`config.mk`:
```
export PLATFORM = sky130hd
export DESIGN_NAME = exp_table
export DESIGN_NICKNAME = d
export VERILOG_FILES = /design/src/rtl/store_checker_exp_table.sv
export SDC_FILE = /design/constraint.sdc
export NUM_CORES = 1
export LEC_CHECK = 0
export ABC_CLOCK_PERIOD_IN_PS = 14300
export CAP_MARGIN = 20
export CORE_MARGIN = 2
export CORE_UTILIZATION = 40
export CTS_BUF_LIST = sky130_fd_sc_hd__clkbuf_4 sky130_fd_sc_hd__clkbuf_8
export CTS_CLUSTER_DIAMETER = 200
export DETAILED_ROUTE_END_ITERATION = 6
export PLACE_DENSITY = 0.61
export SLEW_MARGIN = 0
export SYNTH_ARGS = -nofsm -noshare
export SYNTH_HDL_FRONTEND = slang
export SYNTH_SLANG_ARGS = --single-unit
```
`constraint.sdc`:
```
create_clock -name clk -period 14.3 [get_ports clk]
set_input_delay 2.86 -clock clk [delete_from_list [all_inputs] [get_ports clk]]
set_output_delay 2.86 -clock clk [all_outputs]
set_load 0.1 [all_outputs]
```
`src/rtl/store_checker_exp_table.sv`:
```
`default_nettype none
// +-------------------------------------------------------------------+
// | exp_table : expected-store register file with per-entry compares  |
// | Rev 1.0                                                            |
// +-------------------------------------------------------------------+
module exp_table #(
  parameter int DW    = 32,
  parameter int AW    = 32,
  parameter int N_EXP = 4
) (
  input  logic                                    clk,
  input  logic                                    reset,
  input  logic                                    we_i,
  input  logic [$clog2(N_EXP > 1 ? N_EXP : 2)-1:0] idx_i,
  input  logic [AW-1:0]                           waddr_i,
  input  logic [DW-1:0]                           wdata_i,
  input  logic [AW-1:0]                           cmp_addr_i,
  input  logic [DW-1:0]                           cmp_data_i,
  output logic [N_EXP-1:0]                        addr_eq_o,
  output logic [N_EXP-1:0]                        data_eq_o
);

  localparam int IW = $clog2(N_EXP > 1 ? N_EXP : 2);

  for (genvar g = 0; g < N_EXP; g++) begin : g_entry
    logic [AW-1:0] addr_q;
    logic [DW-1:0] data_q;

    always_ff @(posedge clk or posedge reset) begin
      if (reset) begin
        addr_q <= '0;
        data_q <= '0;
      end else if (we_i && (idx_i == IW'(g))) begin
        addr_q <= waddr_i;
        data_q <= wdata_i;
      end
    end

    assign addr_eq_o[g] = (addr_q == cmp_addr_i);
    assign data_eq_o[g] = (data_q == cmp_data_i);
  end

endmodule
`default_nettype wire

```
==> results by group <==
Floorplan
  • Die Footprint: approximately 0.033 mm2
  • Row count: 64
  • Width of the die: around 180 um
  • Boundary pin count: around 140
  • Core box area: ~0.03 mm2
  • Initial Util: 0.409
  • Chip Height: between 150 and 200 um

Clocking
  • H-tree Lvls: 2
  • Post-CTS Repair Setup Buffers: 0
  • CTS resizes: 0
  • Number of CTS-inserted buffers: between 40 and 50
  • Clk sinks: about 260
  • Cts hold-fix bufs: 0
  • Clock Tree Buf Depth: 3
  • Clock root buffer: clkbuf_8
  • Skew-Pair Late Insertion Delay: ~0.55 ns
  • CTS clk-pin slew, worst paths: 0.05 ns
  • CTS tree: done

Run
  • Max Cap Violations: 0

Worst setup path
  • CP Capture Type: primary output
  • Critical path's slowest cell: clkdlybuf4s50_1
  • Crit Path Class: in2out
  • CP dominant cell by count: clkdlybuf4s50_1
  • Max incr delay on CP: approximately 1.2 ns
  • Worst path top cell family by delay: buffers and inverters
  • Crit Path Max Fanout: 4
  • Startpoint types: input port
  • Worst Path Required: ~11 ns
  • Crit path buf inv count: 2
  • CP Data Arrival Time: between 5 and 6 ns
  • Crit-path cells: clkdlybuf4s50_1 > xor2_1 > nor4_1 > nand4_1 > nor2_1 > clkdlybuf4s50_1

Global routing
  • First-pass GRT wire length: around 46,000 um
  • Gr ovfl total: 0
  • Vias in the first global route: ~8,200
  • Initial antenna violation count: 2
  • Largest net degree at the start of global routing: between 100 and 150
  • Global Route Usage Sum: 0.180

Timing
  • Final Max Slew Viols: 0
  • Max_slew headroom: 0.325
  • Clock skew: 0 ns
  • Fmax: around 0.11 GHz
  • Final min period: between 8 and 9 ns
  • Final Hold Viols: 0
  • Fraction of the cycle the final worst path needs: 0.610
  • Final Setup Violations: 0
  • Worst slew pin tran: 1.01 ns
  • Total negative slack: 0 ns
  • Unrepaired setup endpoints after global routing: no

Worst hold path
  • HP Class: reg2reg

Synthesis
  • Mapped Avg Cell Area: about 14 um2
  • Post-Synth Simple-Gate Area: 0.0451
  • Synth area leaders: dfrtp_1, xor2_1, mux2_2
  • Area share of the largest cell type after synthesis: 0.509
  • Synth Area in Adders: 0
  • Post-Syn Nets: between 1,000 and 1,500
  • Mux contribution to synthesized area: 0.247
  • Synth warn: 0
  • Mapped Cells: between 800 and 900
  • Synth Area in Compound Gates: 0
  • Post-synth cell types: 15
  • Combinational family with the most area after synthesis: multiplexers
  • Post-synthesis cell area: around 0.013 mm2
  • Post-Synth XOR/XNOR Area: 0.178
  • Dominant cell type by area after synthesis: dfrtp_1
  • Sequential fraction of the synthesis area: 0.509
  • Seq cells post-synth: approximately 260

Routing
  • Vias per Instance: 5.01
  • Final WL: between 20,000 and 30,000 um
  • Vias post-DR: around 7,400
  • DR iter-0 viols: between 200 and 300
  • Routed wire length per instance: 19.4 um
  • First-pass iteration count of the detailed router: 4
  • DRC: 0
  • Post-route ant nets: 0

Pwr
  • Worst IR Drop VDD: between 0.07 and 0.08 mV
  • Leakage: 6.66 nW
  • PwrDens: between 100 and 150 mW/mm2

Place
  • Area after DPL: approximately 0.014 mm2
  • # port buffers: 140
  • Routability congestion estimate: 0.737
  • Post-DP HPWL: ~20,000 um

Cells and area
  • Layout cell share with drive strength beyond 1: 0.257
  • # nets final: approximately 1,200
  • Final Cell Area: ~0.015 mm2
  • Area Overhead vs Synth: 21.0%

Status
  • Outcome: complete, no violations
==> cell families (layout without fill, tap and decap cells) <==
logic type / after synthesis / after routing
xor gates and xnor gates: 256 / 256
buffers and inverters: 28 / 226
DFF: 256 / 256
muxes: 256 / 256
other: 0 / 1
and+or+nand+nor: 92 / 92
==> layout make-up <==
cell class | instances | area [um2]
Fill cell | 2760 | 15500
Sequential cell | 256 | 6410
Multi-Input combinational cell | 604 | 5930
Timing Repair Buffer | 149 | 1470
Clock buffer | 71 | 877
Tap cell | 396 | 495
Clock inverter | 5 | 32.5
Inverter | 1 | 11.3
Antenna cell | 1 | 2.50
==> through the flow <==
step / instances / worst slack [ns] / utilization / power (W) / hold slack (ns)
CTS: 1482 / 5.56 / 0.495 / 0.00206 / 0.508
global route: 1482 / 5.51 / 0.495 / 0.00215 / 0.520
detailed placement: 1406 / 5.58 / 0.465 / 0.00136 / 0.495
floorplan: 888 / 4.40 / - / 0.00122 / 0.478
global placement: 1406 / 5.57 / 0.465 / 0.00135 / 0.487
finish: 1483 / 5.58 / 0.495 / 0.00203 / 0.505
==> where the power goes <==
group | leakage (nW) | switching, W | total [W] | internal, W
Sequential | 3.03 | 0.0000937 | 0.000958 | 0.000864
Clock | 0.477 | 0.000297 | 0.000683 | 0.000386
Combinational | 3.15 | 0.000160 | 0.000386 | 0.000226
==> sequential cells by signal (all words and copies together), names as in the netlist <==
register and cells:
g_entry.data_q 128, g_entry.addr_q 128
==> layout by cell type, fill, tap and decap left out <==
cell type        netlist  routed
nor2_1                 8       8
diode_2                0       1
nor3b_4                0       1
clkinvlp_4             0       3
mux2_1                65      65
nand3_4                0       1
clkbuf_8               0      55
clkdlybuf4s50_1        0     140
xor2_1               256     256
nand3b_1               2       2
buf_4                  3       9
mux2_4                60      60
dfrtp_1              256     256
inv_8                  0       1
nor4_1                64      64
mux2_2               131     131
nand4_1               16      16
clkinv_2               0       2
clkbuf_4               0      16
==> routing by layer <==
metal | part of all wire | vias up | track usage
met1 | 0.47 | 3758 | 0.242
met3 | 0.047 | 51 | 0.0419
li1 | - | 3468 | -
met4 | 0.019 | 2 | 0.0455
met5 | 0.00045 | - | 0
met2 | 0.46 | 149 | 0.292
==> worst paths after layout <==
kind,startpoint,end,slack (ns),cells after the start
min,g_entry[0].addr_q[1],g_entry[0].addr_q[1],0.50,1
max in group asynchronous,reset,g_entry[0].addr_q[14],9.93,3
max reg2reg,g_entry[0].addr_q[23],g_entry[0].addr_q[23],13.48,1
min in group asynchronous,reset,g_entry[2].data_q[29],2.84,2
max,cmp_addr_i[4],addr_eq_o[3],5.58,6
min reg2reg,g_entry[0].addr_q[1],g_entry[0].addr_q[1],0.50,1
==> synthesized netlist by cell type <==
master and instances:
dfrtp_1 256, xor2_1 256, mux2_2 131, mux2_1 65, nor4_1 64, mux2_4 60, buf_6 18, nand4_1 16
nor2_1 8, buf_2 6, buf_4 3, nand3b_1 2, inv_1 1, nand3_2 1, nor3b_2 1
Note: power is estimated with default switching activity, not from simulation.
